==> src/rtl/mem_responder.sv <==
// mem_responder: small word-addressed memory with a read/write strobe handshake.
//
// Ports:
//   clk        in   1  single clock, all state on rising edge
//   rst        in   1  asynchronous active-high reset (clears state, outputs, memory)
//   addr       in   5  word address
//   data_in    in   8  write data
//   rd         in   1  read strobe
//   wr         in   1  write strobe
//   data_out   out  8  registered read data
//   data_valid out  1  data_out holds the word for the current read
//   wr_ack     out  1  one-cycle pulse when a write is accepted
//   err        out  1  sticky error flag, cleared only by rst
//
// Parameter:
//   DEPTH  number of 8-bit words (address width fixed at 5, DEPTH <= 32)
//
// Configuration macro:
//   MEM_WRITE_PROTECT_EN  when defined, addresses 0-7 are read-only
module mem_responder #(
    parameter int unsigned DEPTH = 32
) (
    input  logic       clk,
    input  logic       rst,
    input  logic [4:0] addr,
    input  logic [7:0] data_in,
    input  logic       rd,
    input  logic       wr,
    output logic [7:0] data_out,
    output logic       data_valid,
    output logic       wr_ack,
    output logic       err
);

    localparam int unsigned DW         = 8;
    localparam int unsigned PROT_WORDS = 8;

    typedef enum logic [1:0] {
        IDLE  = 2'd0,
        READ  = 2'd1,
        WRITE = 2'd2
    } state_t;

    state_t            r_state;
    state_t            w_next_state;
    logic [DW-1:0]     r_mem [DEPTH];

    logic [DW-1:0]     r_data_out;
    logic              r_data_valid;
    logic              r_wr_ack;
    logic              r_err;

    logic [DW-1:0]     w_data_out_d;
    logic              w_data_valid_d;
    logic              w_wr_ack_d;
    logic              w_err_d;
    logic              w_mem_we;

    logic              w_in_range;
    logic              w_writable;
    logic [DW-1:0]     w_rdata;

    // Address decode: out-of-range reads return zero, out-of-range writes are dropped
    assign w_in_range = (32'(addr) < DEPTH);
    assign w_rdata    = w_in_range ? r_mem[addr] : DW'(0);

`ifdef MEM_WRITE_PROTECT_EN
    // Program region at the bottom of memory is read-only
    assign w_writable = w_in_range && (32'(addr) >= PROT_WORDS);
`else
    assign w_writable = w_in_range;
`endif

    // State and output registers
    always_ff @(posedge clk or posedge rst) begin
        if (rst) begin
            r_state      <= IDLE;
            r_data_out   <= '0;
            r_data_valid <= 1'b0;
            r_wr_ack     <= 1'b0;
            r_err        <= 1'b0;
        end else begin
            r_state      <= w_next_state;
            r_data_out   <= w_data_out_d;
            r_data_valid <= w_data_valid_d;
            r_wr_ack     <= w_wr_ack_d;
            r_err        <= w_err_d;
        end
    end

    // Memory array; reset clears every word
    always_ff @(posedge clk or posedge rst) begin
        if (rst) begin
            for (int i = 0; i < DEPTH; i++) begin
                r_mem[i] <= '0;
            end
        end else if (w_mem_we) begin
            r_mem[addr] <= data_in;
        end
    end

    // Next-state and next-output logic
    always_comb begin
        w_next_state   = r_state;
        w_data_out_d   = r_data_out;
        w_data_valid_d = 1'b0;
        w_wr_ack_d     = 1'b0;
        w_err_d        = r_err;
        w_mem_we       = 1'b0;

        if (rd && wr) begin
            // Conflicting strobes: treat as a read, never write
            w_next_state   = READ;
            w_data_out_d   = w_rdata;
            w_data_valid_d = 1'b1;
            w_err_d        = 1'b1;
        end else begin
            case (r_state)
                IDLE: begin
                    if (rd) begin
                        w_next_state   = READ;
                        w_data_out_d   = w_rdata;
                        w_data_valid_d = 1'b1;
                        if (!w_in_range) w_err_d = 1'b1;
                    end else if (wr) begin
                        // Single commit on entry; ack pulses even if the write is dropped
                        w_next_state = WRITE;
                        w_wr_ack_d   = 1'b1;
                        if (w_writable) w_mem_we = 1'b1;
                        else            w_err_d  = 1'b1;
                    end
                end
                READ: begin
                    // A write strobe here is ignored until IDLE is reached
                    if (wr) w_err_d = 1'b1;
                    if (rd) begin
                        w_data_out_d   = w_rdata;
                        w_data_valid_d = 1'b1;
                        if (!w_in_range) w_err_d = 1'b1;
                    end else begin
                        w_next_state = IDLE;
                    end
                end
                WRITE: begin
                    // A read strobe here is ignored until IDLE is reached
                    if (rd) w_err_d = 1'b1;
                    if (!wr) w_next_state = IDLE;
                end
                default: begin
                    w_next_state = IDLE;
                end
            endcase
        end
    end

    assign data_out   = r_data_out;
    assign data_valid = r_data_valid;
    assign wr_ack     = r_wr_ack;
    assign err        = r_err;

endmodule

==> config.mk <==
export PLATFORM = sky130hd
export DESIGN_NAME = mem_responder
export DESIGN_NICKNAME = d
export VERILOG_FILES = /design/src/rtl/mem_responder.sv
export SDC_FILE = /design/constraint.sdc
export NUM_CORES = 1
export LEC_CHECK = 0
export ABC_AREA = 0
export CORE_ASPECT_RATIO = 1.4
export CORE_UTILIZATION = 48
export CTS_BUF_LIST = sky130_fd_sc_hd__clkbuf_4
export DETAILED_ROUTE_END_ITERATION = 12
export PLACE_DENSITY = 0.64
export SLEW_MARGIN = 20
export SYNTH_ARGS = -nofsm -noshare
export SYNTH_HDL_FRONTEND = slang
export SYNTH_SLANG_ARGS = --single-unit
==> constraint.sdc <==
create_clock -name clk -period 27 [get_ports clk]
set_input_delay 4.05 -clock clk [delete_from_list [all_inputs] [get_ports clk]]
set_output_delay 4.05 -clock clk [all_outputs]
set_load 0.01 [all_outputs]
Yosys cells after proc, flatten, opt, wreduce, memory -nomap -nowiden
Index checks and enable logic that the tools add are counted.
Storage, ports and cells
  input bits: 17
  word-level logic and storage cells: 83
  register bits after elaboration: 269
  output and inout port bits: 11
Cells by class
  $lt $le $gt $ge: 2
  reductions and logical operators: 10
  muxes and demuxes: 26
  bitwise operators: 1
  equality and inequality tests: 7
Operators by type and width (number)
  bitwise mux 256 bit: 1
  two-way mux 8 bit: 6
  binary-select mux 8 bit (select 5 bit): 1
  demux 8 bit (select 5 bit): 1
  inequality test 3 bit (second input constant): 4
  two-way mux 1 bit: 10
  two-way mux 2 bit: 5
  >= comparator 6 bit (second input constant): 1
  < comparator 6 x 1 -> 1 bit (second input constant): 1
  NOT 5 -> 6 bit: 1
  one-hot mux 2 bit (3 select lines): 1
  AND reduction 3 bit: 2
  inequality test 4 bit (second input constant): 1
  nonzero test 2 bit: 2
  nonzero test 3 bit: 1
  == test 2 x 1 -> 1 bit (second input constant): 1
  == test 2 bit (second input constant): 1
  logical AND 1 bit: 2
  logical NOT 2 bit: 1
  one-hot mux 1 bit (2 select lines): 1
  AND reduction 2 bit: 1
  OR reduction 2 bit: 1

Depth between registers and ports, before layout
  word-level depth: 7
  depth in mapped cells: 9
  mapped depth without buffers: 6

Least setup slack after synthesis
OpenSTA, ideal clock, no wires.
  path kind: input to register
  from: input addr[4]
  to: register r_mem[223] in the netlist's numbering
  slack: 21416 ps
  data required time: 26875 ps
  stages: 7
  arrival time: 5460 ps
  buffers on the path: 3
  cells stage by stage: buf_2 > nor2b_1 > nor2b_1 > buf_2 > nor2b_1 > buf_2 > mux2_2
Between the ends
  word-level cells in the longest chain between the ends: 6
Ends and longest elaborated chain
  from (decl): RTL line 25  | input logic [4:0] addr,
  NOT 5 -> 6 bit (not written as such) *: RTL line 98  | r_mem[addr] <= data_in;
  >= comparator 6 bit (not written as such) / < comparator 6 x 1 -> 1 bit (equally long branches): RTL line 98
  logical AND 1 bit (not written as such): RTL line 98
  two-way mux 8 bit (not written as such): RTL line 98
  demux 8 bit (select 5 bit) *: RTL line 98
  bitwise mux 256 bit *: RTL line 98
  to (signal, indexed assignment): RTL line 98
  to (decl): RTL line 46  | logic [DW-1:0] r_mem [DEPTH];
Mark *: on every way between the ends. The rest lies on a longest branch, timed or not.
A chain may end at the register's enable or synchronous reset.

Worst setup path after layout
  from: input addr[2]
  to: register r_mem[218] in the netlist's numbering
The elaborated chain is that of the path after synthesis.

==> flow_metrics.env <==
export IMPL_cts_setup_buffers=0
export IMPL_max_stage_delay_ns=1.02
export IMPL_dpl_cell_count=1155
export IMPL_grt_pass1_vias=8326
export IMPL_final_max_slew_viol_count=0
export IMPL_p_switching_mw=0.225
export IMPL_clkSlewWorstSetupHoldPaths_ns=0.06
export IMPL_max_clock_path_buffers=3
export IMPL_yosysSeqAreaShare_pct=54.1
export IMPL_synth_edf_count=0
export IMPL_tightest_slew_ns=0.995
export IMPL_io_buffers=27
export IMPL_grt_max_degree=149
export IMPL_ant_nets=0
export IMPL_p_int_mw=0.652
export IMPL_syn_nets=869
export IMPL_finClkSkew_ns=0.0259
export IMPL_post_route_util_pct=54.0
export IMPL_p_comb_share_pct=10.9
export IMPL_ios=28
export IMPL_worst_slew_margin_rel_pct=33.7
export IMPL_crit_fanout=16
export IMPL_finalCriticalPeriod_ns=7.18
export IMPL_dr_total_vias=7742
export IMPL_end_kind="register"
export IMPL_htree_levels=3
export IMPL_cts_tree="built"
export IMPL_synth_area_top_cells="dfrtp_1, mux2_2, mux4_2"
export IMPL_finalSetupViolCount=0
export IMPL_avgSynthCellArea_sq_um=14.6
export IMPL_drt_first_pass_iters=5
export IMPL_switching_share_pct=25.7
export IMPL_hold_class="reg -> reg"
export IMPL_synth_top_family_by_area="multiplexers"
export IMPL_rsz0062_at_grt="no"
export IMPL_synth_distinct_cells=49
export IMPL_cp_arrival_ns=7.74
export IMPL_synth_compound_area_share_pct=2.90
export IMPL_cts_resized=0
export IMPL_yosys_area_share_adder_pct=0
export IMPL_path_class="in -> reg"
export IMPL_peakVddDrop_uv=28.2
export IMPL_vias_per_cell=6.11
export IMPL_final_nets=923
export IMPL_dieHeight_um=192
export IMPL_cts_hold_buf=0
export IMPL_crit_path_top_delay_cell="clkdlybuf4s50_1"
export IMPL_dp_hpwl_um=20300
export IMPL_cts_inserted_buffers=68
export IMPL_synth_area_sq_um=12400
export IMPL_start_util_pct=49.0
export IMPL_avgRoutedWirePerCell_um=24.9
export IMPL_gp_congestion=0.859
export IMPL_fp_dieW_um=138
export IMPL_ctsRootBufferMaster="clkbuf_4"
export IMPL_synthArstFlopShare_pct=100
export IMPL_drv_cap=0
export IMPL_die_area_sq_um=26600
export IMPL_cp_start_kind="input port"
export IMPL_netlist_area_leader_share_pct=54.1
export IMPL_fin_crit_sh_pct=26.6
export IMPL_outcome="finished, final reports clean"
export IMPL_grt_overflow=0
export IMPL_fmax_mhz=139
export IMPL_synthMuxAreaShare_pct=34.4
export IMPL_wl_um=31600
export IMPL_final_common_cell="dfrtp_1"
export IMPL_synth_cells=852
export IMPL_antenna_found_initial=1
export IMPL_area_growth_pct=10.2
export IMPL_clk_latency_ns=0.69
export IMPL_route_detailed_drc=0
export IMPL_sequentialPowerShare_pct=51.8
export IMPL_fin_setup_tns_ns=0
export IMPL_power_density_nw_per_um2=64.0
export IMPL_leakagePower_nw=6.58
export IMPL_drive_gt1_share_pct=46.9
export IMPL_synth_ff_type="dfrtp_1"
export IMPL_grt_usage_pct=24.9
export IMPL_yosys_area_share_simple_pct=5.79
export IMPL_cpMostUsedCell="nor2b_1"
export IMPL_synth_area_leader_cell="dfrtp_1"
export IMPL_grt_first_pass_wirelength_um=49700
export IMPL_yosys_warnings=0
export IMPL_core_sq_um=25400
export IMPL_pwr_share_clk_pct=37.3
export IMPL_fp_row_count=69
export IMPL_hold_viol=0
export IMPL_worstPathCellList="clkdlybuf4s50_1 -> nor2b_1 -> nor2b_1 -> nor2b_1 -> mux2_2"
export IMPL_final_cell_mix="dfrtp_1, mux2_2, clkbuf_4"
export IMPL_cp_required_ns=27.56
export IMPL_final_cells=1268
export IMPL_drt_initial_drc_count=461
export IMPL_synthXorXnorAreaFrac_pct=0
export IMPL_ys_ff_latch=269
export IMPL_cts_sinks=269
==> logic make-up (layout without fill, tap and decap cells) <==
kind of cell | count (synthesis) | after routing
other cells | 0 | 2
mux | 348 | 348
buf+inv | 64 | 159
simple gates | 121 | 121
compound gates | 50 | 50
flops | 269 | 269
==> through the flow <==
step | hold WS (ns) | total power [mW] | setup slack (ns) | cell area (sq um)
after global routing | 0.498 | 0.918 | 19.74 | 13700
after CTS | 0.482 | 0.885 | 19.92 | 13700
after floorplan | 0.470 | 0.525 | 15.54 | 12400
after detailed placement | 0.468 | 0.557 | 19.21 | 12900
after global placement | 0.444 | 0.551 | 19.25 | 12900
final | 0.477 | 0.877 | 19.82 | 13700
==> critical path, delay by kind of cell <==
family	cells	cell delay, ns
simple gates	3	2.25
buf+inv	1	1.02
mux	1	0.41
==> sequential cells by signal (all words and copies together) (netlist names) <==
signal / flops
data_out: 8
data_valid: 1
err: 1
r_mem: 256
r_state: 2
wr_ack: 1
==> Yosys cell counts (2+ instances only) <==
cell type and n:
mux2_2 261, a21oi_1 4, a221oi_1 2, nor3_1 13, nand3_1 8, nor2_4 2, o32ai_1 4, a22o_1 3
o32a_1 2, buf_4 7, nand3_2 4, buf_6 3, nor3_4 4, mux4_1 2, a2111oi_0 2, nand2b_1 4
buf_2 17, or4_1 3, o21ai_0 5, inv_1 6, mux4_2 35, and3_1 2, nor2_1 14, buf_8 3
a31oi_1 7, nor2b_1 8, dfrtp_1 269, nand2_2 14, nand2_1 30, clkbuf_1 28, o22ai_1 7, a41oi_1 2
o31ai_1 2, nor4_1 6, a22oi_1 6, mux2i_1 50
==> power groups by stage <==
stage	clock network (mW)	registers, mW	logic (mW)
after floorplan	0	0.455	0.0697
after global placement	0	0.458	0.0928
after detailed placement	0	0.461	0.0966
after CTS	0.335	0.453	0.0969
after global routing	0.357	0.457	0.103
final	0.327	0.454	0.0957
==> final cells by class <==
type | count | area (sq um)
fillers | 2150 | 11700
flip-flops and latches | 269 | 6730
multi-input cells | 519 | 5360
clock buffers | 101 | 758
well taps | 319 | 399
repair buffers | 42 | 375
clock inverters | 10 | 37.5
inverters | 6 | 35.0
diodes | 2 | 5.00
==> routing by layer <==
layer	vias to the layer above	wire length [um]	track usage [%]
li1	3300	-	-
met1	4117	12900	30.5
met2	248	16100	42.2
met3	77	1610	5.58
met4	0	1070	11.2
met5	-	0	0
==> worst paths after layout <==
| path | slack, ns | end | cells after the start | from |
|---|---|---|---|---|
| max | 19.82 | r_mem[218] | 5 | addr[2] |
| min | 0.48 | err | 2 | err |
| max reg2reg | 24.19 | r_mem[28] | 4 | r_state[0] |
| min reg2reg | 0.48 | err | 2 | err |
| max in group asynchronous | 21.73 | r_mem[153] | 3 | rst |
| min in group asynchronous | 3.87 | r_mem[225] | 2 | rst |
(Power assumes the default switching activity.)
